$ cat src/rtl/dsram_bridge_pkg.sv
// Shared definitions for the data-SRAM to 32-bit memory bridge:
// FSM state encoding, beat width and a lane-select helper.
package dsram_bridge_pkg;

    typedef enum logic [1:0] {
        ST_IDLE = 2'd0,
        ST_LO   = 2'd1,
        ST_HI   = 2'd2,
        ST_RESP = 2'd3
    } state_e;

    localparam int BEAT_W = 32;

    function automatic logic half_active(input logic [3:0] sel_half);
        return |sel_half;
    endfunction

endpackage

$ cat src/rtl/dsram_bridge.sv
// Splits one 64-bit core data access into up to two 32-bit memory beats
// (low word, then high word) and returns a one-cycle read response.
module dsram_bridge
    import dsram_bridge_pkg::*;
#(
    parameter int ADDR_W = 64
) (
    input  logic              clk,
    input  logic              resetn,
    input  logic              data_sram_en,
    input  logic [7:0]        data_sram_we,
    input  logic [ADDR_W-1:0] data_sram_addr,
    input  logic [63:0]       data_sram_wdata,
    input  logic [7:0]        data_ram_sel,
    output logic [63:0]       data_sram_rdata,
    output logic              data_sram_rvalid,
    output logic              stallreq,
    output logic              mem_req,
    output logic              mem_we,
    output logic [3:0]        mem_wstrb,
    output logic [ADDR_W-1:0] mem_addr,
    output logic [BEAT_W-1:0] mem_wdata,
    input  logic              mem_ready,
    input  logic [BEAT_W-1:0] mem_rdata
);

    localparam logic [ADDR_W-1:0] ADDR_MASK = ~ADDR_W'(3'd7);
    localparam logic [ADDR_W-1:0] HI_OFS    = ADDR_W'(3'd4);

    state_e            state_q, state_d;
    logic [ADDR_W-1:0] addr_q, addr_d;
    logic [63:0]       wdata_q, wdata_d;
    logic [63:0]       rdata_q, rdata_d;
    logic [7:0]        sel_q, sel_d;
    logic [7:0]        we_q, we_d;
    logic              wr_q, wr_d;
    logic              accept_s;

    assign accept_s = ((state_q == ST_IDLE) || (state_q == ST_RESP)) && data_sram_en;

    // State and latched request registers; reset abandons any beat in flight.
    always_ff @(posedge clk or negedge resetn) begin
        if (!resetn) begin
            state_q <= ST_IDLE;
            addr_q  <= {ADDR_W{1'b0}};
            wdata_q <= 64'd0;
            rdata_q <= 64'd0;
            sel_q   <= 8'd0;
            we_q    <= 8'd0;
            wr_q    <= 1'b0;
        end else begin
            state_q <= state_d;
            addr_q  <= addr_d;
            wdata_q <= wdata_d;
            rdata_q <= rdata_d;
            sel_q   <= sel_d;
            we_q    <= we_d;
            wr_q    <= wr_d;
        end
    end

    // Next-state logic: accept in IDLE/RESP, step through the selected halves.
    always_comb begin
        state_d = state_q;
        addr_d  = addr_q;
        wdata_d = wdata_q;
        rdata_d = rdata_q;
        sel_d   = sel_q;
        we_d    = we_q;
        wr_d    = wr_q;
        case (state_q)
            ST_IDLE, ST_RESP: begin
                if (accept_s) begin
                    addr_d  = data_sram_addr & ADDR_MASK;
                    wdata_d = data_sram_wdata;
                    sel_d   = data_ram_sel;
                    we_d    = data_sram_we;
                    wr_d    = |data_sram_we;
                    rdata_d = 64'd0;
                    if (half_active(data_ram_sel[3:0])) begin
                        state_d = ST_LO;
                    end else if (half_active(data_ram_sel[7:4])) begin
                        state_d = ST_HI;
                    end else begin
                        state_d = ST_RESP;
                    end
                end else begin
                    state_d = ST_IDLE;
                end
            end
            ST_LO: begin
                if (mem_ready) begin
                    rdata_d[31:0] = mem_rdata;
                    state_d = half_active(sel_q[7:4]) ? ST_HI : ST_RESP;
                end else begin
                    state_d = ST_LO;
                end
            end
            ST_HI: begin
                if (mem_ready) begin
                    rdata_d[63:32] = mem_rdata;
                    state_d = ST_RESP;
                end else begin
                    state_d = ST_HI;
                end
            end
            default: begin
                state_d = ST_IDLE;
            end
        endcase
    end

    // Memory beat outputs decode purely from registers, so they hold while waiting.
    always_comb begin
        mem_req   = 1'b0;
        mem_we    = 1'b0;
        mem_wstrb = 4'b0000;
        mem_addr  = {ADDR_W{1'b0}};
        mem_wdata = 32'd0;
        case (state_q)
            ST_LO: begin
                mem_req   = 1'b1;
                mem_we    = wr_q;
                mem_wstrb = wr_q ? we_q[3:0] : 4'b0000;
                mem_addr  = addr_q;
                mem_wdata = wdata_q[31:0];
            end
            ST_HI: begin
                mem_req   = 1'b1;
                mem_we    = wr_q;
                mem_wstrb = wr_q ? we_q[7:4] : 4'b0000;
                mem_addr  = addr_q + HI_OFS;
                mem_wdata = wdata_q[63:32];
            end
            default: begin
                mem_req = 1'b0;
            end
        endcase
    end

    assign stallreq         = (state_q == ST_LO) || (state_q == ST_HI) || accept_s;
    assign data_sram_rvalid = (state_q == ST_RESP) && !wr_q;
    assign data_sram_rdata  = rdata_q;

endmodule
$ cat config.mk
export PLATFORM = sky130hd
export DESIGN_NAME = dsram_bridge
export DESIGN_NICKNAME = d
export VERILOG_FILES = /design/src/rtl/dsram_bridge_pkg.sv /design/src/rtl/dsram_bridge.sv
export SDC_FILE = /design/constraint.sdc
export NUM_CORES = 1
export LEC_CHECK = 0
export CORE_MARGIN = 3
export CORE_UTILIZATION = 44
export CTS_CLUSTER_DIAMETER = 150
export CTS_CLUSTER_SIZE = 28
export DETAILED_ROUTE_END_ITERATION = 10
export PLACE_DENSITY = 0.81
export SLEW_MARGIN = 0
export SYNTH_ARGS = -nofsm -noshare
export SYNTH_HDL_FRONTEND = slang
export SYNTH_SLANG_ARGS = --single-unit
$ cat constraint.sdc
create_clock -name clk -period 2.6 [get_ports clk]
set_clock_uncertainty 0.15 [all_clocks]
set_input_delay 0.52 -clock clk [delete_from_list [all_inputs] [get_ports clk]]
set_output_delay 0.52 -clock clk [all_outputs]
set_load 0.02 [all_outputs]
==> metrics.md, run 1 <==
| Metric | Value |
|---|---|
| Outcome | complete, but fails checks |
| Failing checks | negative setup slack |
| # setup viols final | 2 |
| Antenna viol nets, final | 0 |
| Share of the synthesized area in the top cell type | 57.3% |
| Worst slew pin tran | 0.667 ns |
| FP Rows | 51 |
| Register bit total from synthesis | 204 |
| Initial Utilization | 45.3% |
| Synth warn | 0 |
| Util after Layout | 65.6% |
| Max_cap viols | 0 |
| Worst-case setup slack after placement | -0.0874 ns |
| CTS root buf | clkbuf_16 |
| Area delta synth->final | 44.7% |
| Critical path startpoint category | flop |
| Drt pass-1 iters | 5 |
| IO Port Bufs | 342 |
| Largest net degree at the start of global routing | 90 |
| Initial antenna violation count | 2 |
| Most used DFF post-synth | dfrtp_1 |
| Fillers | 1625 |
| First-pass GRT wire length | 43100 um |
| Worst Path Max Fanout | 8 |
| Clock Latency Late Sink | 0.44 ns |
| Syn Area/Cell | 8.77 um2 |
| Initial DRC Count | 477 |
| Fin crit share | 100% |
| Kind of critical path | flop to output port |
| Worst Hold Class | flop to flop |
| Achievable frequency | 384 MHz |
| Sequential fraction of the synthesis area | 57.3% |
| TritonCTS clock tree | done |
| Arrival time worst endpoint | 1.93 ns |
| Post-DP HPWL | 18300 um |
| Clk pin slew, worst setup/hold paths | 0.10 ns |
| CTS Buffer Depth | 3 |
| Power per Cell Area | 1160 nW/um2 |
| RSZ-0062 raised after global routing | true |
| Vias/cell | 5.02 |
| Fin Hold WS | 0.325 ns |
| Synthesized cell area | 8910 um2 |
| Share of cells above drive strength 1 | 12.3% |
| Die Width | 148 um |
| Number of synthesized flops with an enable pin | 0 |
| Critical path capture point type | output port |
| Worst setup margin | -0.00428 ns |
| I/O Pins | 348 |
| Number of remaining DRC errors | 0 |
| Slew Limit Fails | 0 |
| CTS sink cnt | 204 |
| Max IR drop VDD | 0.000678 V |
| CTS H-Tree Depth | 1 |
| Via Count | 8008 |
| Die area | 22000 um2 |
| Synth area leaders | dfrtp_1 57%, nand2_1 17%, nand4_1 4.5% |
| Gr ovfl total | 0 |
| Worst rel slew slack | 55.5% |
| Final Hold Fails | 0 |
| Drt wl/cell | 17.1 um |
| TritonCTS buffer count | 11 |
| GRT Overall Usage | 24.2% |
| Ys async rst share | 100% |
| Vias in the first global route | 8104 |
| Area leader, netlist | dfrtp_1 |
| WP data required | 1.93 ns |
| Leakage | 0.00627 uW |
| # nets final | 1513 |
| Syn Inst Count | 1016 |
| Core area | 19700 um2 |
| Die height | 148 um |
| Total routed wirelength | 27200 um |
| Post-synthesis cell type count | 29 |
| Tot Pwr | 15000 uW |
| Fin crit period | 2.60 ns |
| Setup TNS | -0.00496 ns |
| Global placer's final weighted congestion | 0.804 |
-- stage by stage --
| stage | area [um2] | cells |
|---|---|---|
| 2_1_floorplan | 8910 | 1017 |
| 3_3_place_gp | 12600 | 1573 |
| 3_5_place_dp | 12600 | 1573 |
| 4_1_cts | 12900 | 1597 |
| 5_1_grt | 12900 | 1595 |
| 6_report | 12900 | 1595 |
-- path summary, 6_finish.rpt --
check | start | to | slack (ns) | cells past startpoint
max in group asynchronous | resetn | addr_q[61]$_DFFE_PN0P_ | 1.23 | 3
hold / removal | addr_q[24]$_DFFE_PN0P_ | addr_q[24]$_DFFE_PN0P_ | 0.32 | 2
setup / recovery | state_q[1]$_DFF_PN0_ | mem_wdata[28] | -0.004 | 6
min in group asynchronous | resetn | data_sram_rdata[29]$_DFFE_PN0P_ | 0.43 | 2
hold reg to reg | addr_q[24]$_DFFE_PN0P_ | addr_q[24]$_DFFE_PN0P_ | 0.32 | 2
setup reg to reg | state_q[1]$_DFF_PN0_ | data_sram_rdata[19]$_DFFE_PN0P_ | 0.45 | 7
-- cell usage after synthesis (6+ instances only) --
| cell | n |
|---|---|
| and2_1 | 62 |
| a22o_1 | 32 |
| buf_2 | 38 |
| clkbuf_1 | 17 |
| inv_1 | 68 |
| nand4_1 | 64 |
| nor2_1 | 6 |
| nand2_1 | 414 |
| buf_1 | 6 |
| dfrtp_1 | 204 |
| o21ai_0 | 56 |
| o21ai_1 | 8 |
| clkbuf_2 | 9 |
-- report_power, final --
| group | total (uW) | leakage (uW) | switching, uW | internal (uW) |
|---|---|---|---|---|
| registers | 5320 | 0.00260 | 731 | 4580 |
| clock network | 1810 | 0.000145 | 1020 | 789 |
| logic | 7870 | 0.00353 | 4690 | 3180 |
| total | 15000 | 0.00627 | 6440 | 8550 |
-- flip-flops by register name, summed over array words and instances (netlist names) --
| register | flops |
|---|---|
| sel_q | 4 |
| data_sram_rdata | 64 |
| we_q | 8 |
| wr_q | 1 |
| addr_q | 61 |
| wdata_q | 64 |
| state_q | 2 |
-- what timing repair did --
action	CTS	global route
cloned	5	0
pin swaps	17	6
endpoints found under the setup margin	101	99
hold buffers	1	0
setup buffers	6	1
endpoints found under the hold margin	50	0
resized for setup	464	35
-- worst max-delay path, cell delays in order (launching register included) --
cell	delay, ns
dfrtp_1	0.44
ha_4	0.35
nor2b_4	0.07
buf_12	0.13
buf_16	0.14
a22o_1	0.23
buf_6	0.14
-- cells in the final DEF (no fill, tap or decap), types with 2 or more instances in the layout --
cell type and instances:
ha_4 2, a22oi_1 4, a22o_1 32, and2_4 8, nor4_1 4, clkbuf_2 2, o21ai_1 8, nor2_1 4
inv_1 66, and2_1 54, buf_2 33, dlygate4sd2_1 4, inv_2 2, o21ai_0 56, clkdlybuf4s50_1 239, buf_12 13
nor2_4 2, nand2_1 412, clkbuf_16 11, buf_16 2, buf_6 25, buf_4 54, a221o_1 2, nor2b_4 2
nand4_1 64, nand2b_1 2, conb_1 2, dfrtp_1 204
-- layer usage --
layer	vias to the layer above	routed length, um	GRT usage [%]
met5	-	0	0
met2	334	12900	40.1
li1	3839	-	-
met4	0	1220	9.61
met3	68	2260	5.55
met1	3767	10800	31.0
-- logic make-up after synthesis --
| family | Yosys count | share of synthesized area [%] |
|---|---|---|
| compound gates | 107 | 7.76 |
| fa+ha+maj | 3 | 0.421 |
| buf+inv | 144 | 7.15 |
| flops | 204 | 57.3 |
| other cells | 1 | 0.0421 |
| simple gates | 557 | 27.3 |
-- layout make-up --
cell class	instances	area (um2)	share of cell area [%]
flip-flops and latches	204	5100	39.6
repair buffers	376	3650	28.3
multi-input cells	669	3260	25.3
well taps	265	332	2.57
clock buffers	11	275	2.13
inverters	68	255	1.98
clock inverters	1	20.0	0.155
diodes	1	2.50	0.0194
No activity file was read; power rests on OpenSTA's default activity.
==> inputs of run 2 (changes only) <==
--- a/config.mk
+++ b/config.mk
@@ -11,7 +11,6 @@
 export CTS_CLUSTER_SIZE = 28
 export DETAILED_ROUTE_END_ITERATION = 10
 export PLACE_DENSITY = 0.81
-export SLEW_MARGIN = 0
 export SYNTH_ARGS = -nofsm -noshare
 export SYNTH_HDL_FRONTEND = slang
 export SYNTH_SLANG_ARGS = --single-unit
==> results of run 2 <==
The final DEF is identical to that of run 1; final timing and power are the same.
==> inputs of run 3 (changes only) <==
--- a/config.mk
+++ b/config.mk
@@ -10,7 +10,7 @@
 export CTS_CLUSTER_DIAMETER = 150
 export CTS_CLUSTER_SIZE = 28
 export DETAILED_ROUTE_END_ITERATION = 10
-export PLACE_DENSITY = 0.81
+export PLACE_DENSITY_LB_ADDON = 0.2
 export SYNTH_ARGS = -nofsm -noshare
 export SYNTH_HDL_FRONTEND = slang
 export SYNTH_SLANG_ARGS = --single-unit
==> run 3 against run 2 <==
  * The run now ends clean
  * Critical path type unchanged
  * Highest routed layer is now met5
  * Flip-flop and latch count unchanged
  * Global-route usage decreased by 0.52 points
  * Critical endpoint is now mem_wdata[11]
  * Non-clock buffer count is 7 higher
  * Clock-buffer cell count did not move
  * Cell area up 2.3%
==> metrics.md, run 3 (same netlist as run 1, synthesis figures left out) <==
| Metric | Value |
|---|---|
| Outcome | finished clean |
| Post-DP HPWL | 18800 um |
| TritonCTS buffer count | 11 |
| Met3 Usage GRT | 5.76% |
| Worst slew pin tran | 0.646 ns |
| CP max stage delay | 0.40 ns |
| WP data required | 1.93 ns |
| Clock Latency Late Sink | 0.45 ns |
| Via Count | 8011 |
| Area delta synth->final | 48.0% |
| Critical path startpoint category | flop |
| Final Non-Filler Cells | 1601 |
| Achievable frequency | 385 MHz |
| # diodes | 0 |
| Die Width | 148 um |
| Leakage | 0.00639 uW |
| Fillers | 1655 |
| Kind of critical path | flop to output port |
| GRT Overall Usage | 23.7% |
| Max IR drop VDD | 0.000735 V |
| Critical path's top delay family | buffers and inverters |
| Cell count after placement | 1580 |
| Critical path capture point type | output port |
| Worst rel slew slack | 56.9% |
| First-pass GRT wire length | 42200 um |
| Core area | 19700 um2 |
| Area of the multi-input gates | 3340 um2 |
| Initial antenna violation count | 1 |
| Max_cap viols | 0 |
| Final Hold Fails | 0 |
| Met1 Resource Use GR | 30.5% |
| FP Rows | 51 |
| Largest net degree at the start of global routing | 84 |
| CP max-delay cell | dfrtp_1 |
| CTS Buffer Depth | 3 |
| Fin crit period | 2.60 ns |
| Total routed wirelength | 27500 um |
| # setup viols final | 0 |
| Arrival time worst endpoint | 1.93 ns |
| GR Layer Usage met2 | 39.6% |
| CTS H-Tree Depth | 1 |
| CTS sink cnt | 204 |
| Gr ovfl total | 0 |
| I/O Pins | 348 |
| FF+latch area | 5100 um2 |
| Initial Utilization | 45.3% |
| # nets final | 1520 |
| Antenna viol nets, final | 0 |
| Worst Hold Class | input port to flop |
| Clk pin slew, worst setup/hold paths | 0.08 ns |
| Worst Path Max Fanout | 10 |
| Share of cells above drive strength 1 | 14.9% |
| CP cell instances | inv_2 -> ha_4 -> nor2b_4 -> clkbuf_16 -> a22o_1 -> buf_4 |
| Die height | 148 um |
| TritonCTS clock tree | done |
| Setup TNS | 0 ns |
| Die area | 22000 um2 |
| Vias/cell | 5.00 |
| Initial DRC Count | 278 |
| Commonest non-fill, non-tap cells in the layout | 412 x nand2_1, 239 x clkdlybuf4s50_1, 204 x dfrtp_1 |
| Drt pass-1 iters | 5 |
| Bufs and invs on worst path | 3 |
| IO Port Bufs | 342 |
| Number of remaining DRC errors | 0 |
| Most common cell after layout, fill and taps aside | nand2_1 |
| Drt wl/cell | 17.2 um |
| GRT busiest layer | met2 |
| RSZ-0062 raised after global routing | true |
| CTS root buf | clkbuf_16 |
| Vias in the first global route | 7894 |
| Fin crit share | 99.8% |
| Global placer's final weighted congestion | 0.841 |
| Slew Limit Fails | 0 |
| Power per Cell Area | 1170 nW/um2 |
[run 3: cell count changes in the layout (fill, tap and decap cells not counted), sizes merged]
cell	previous run	this run
diode	1	0
buf	127	134
clkbuf	14	17
clkdlybuf4s15	2	1
dlygate4sd2	4	2
[run 3: worst reg2reg max path, cell delays in order, from the launching register on]
cell and delay, ns:
dfrtp_1 0.40, inv_2 0.08, ha_4 0.15, buf_4 0.26
buf_4 0.31, nand2_1 0.13, a21boi_2 0.13, buf_4 0.31
o21ai_0 0.16
[run 3: layout make-up]
| class | count | area share (%) |
|---|---|---|
| clock inverters | 1 | 0.152 |
| clock buffers | 11 | 2.09 |
| well taps | 265 | 2.51 |
| flip-flops and latches | 204 | 38.7 |
| repair buffers | 383 | 29.3 |
| multi-input cells | 669 | 25.3 |
| inverters | 68 | 1.93 |
[run 3: final timing paths]
path | start | to | slack [ns] | cells after the start
worst max-delay path | state_q[0]$_DFF_PN0_ | mem_wdata[11] | 0.005 | 6
worst min-delay path | mem_ready | state_q[1]$_DFF_PN0_ | 0.21 | 2
worst max register to register | state_q[0]$_DFF_PN0_ | data_sram_rdata[53]$_DFFE_PN0P_ | 0.41 | 8
worst min register to register | addr_q[62]$_DFFE_PN0P_ | addr_q[62]$_DFFE_PN0P_ | 0.33 | 2
max in group asynchronous | resetn | wdata_q[18]$_DFFE_PN0P_ | 1.13 | 3
min in group asynchronous | resetn | addr_q[21]$_DFFE_PN0P_ | 0.46 | 2
[run 3: report_power, final]
group	internal [uW]	total, uW	switching, uW	leakage [uW]
clock	788	1800	1010	0.000145
combinational	3510	8290	4770	0.00364
sequential	4590	5340	758	0.00260
total	8890	15400	6540	0.00639
[run 3: per-stage QoR]
stage	total power [uW]	utilization (%)	cell area, um2	hold WS, ns	setup slack (ns)
after CTS	14900	65.2	12800	0.192	0.000544
after global placement	12900	64.4	12700	0.298	-0.0981
after global routing	16500	67.1	13200	0.227	-0.0635
after floorplan	9710	-	8910	0.0744	0.311
final	15400	67.1	13200	0.211	0.00469
after detailed placement	13100	64.4	12700	0.304	-0.109
[run 3: what timing repair did]
item / 4_1_cts / 5_1_grt
hold buffers: 1 / 0
endpoints found under the hold margin: 59 / 0
buffers inserted: 2 / 0
gates resized for setup: 385 / 191
gates cloned: 2 / 4
pin swaps: 2 / 50
endpoints found under the setup margin: 101 / 76
[run 3: routing by layer]
metal,vias up,routed length (um)
met1,3777,10900
met2,315,13400
met4,2,1080
met3,58,2100
met5,-,13
li1,3859,-
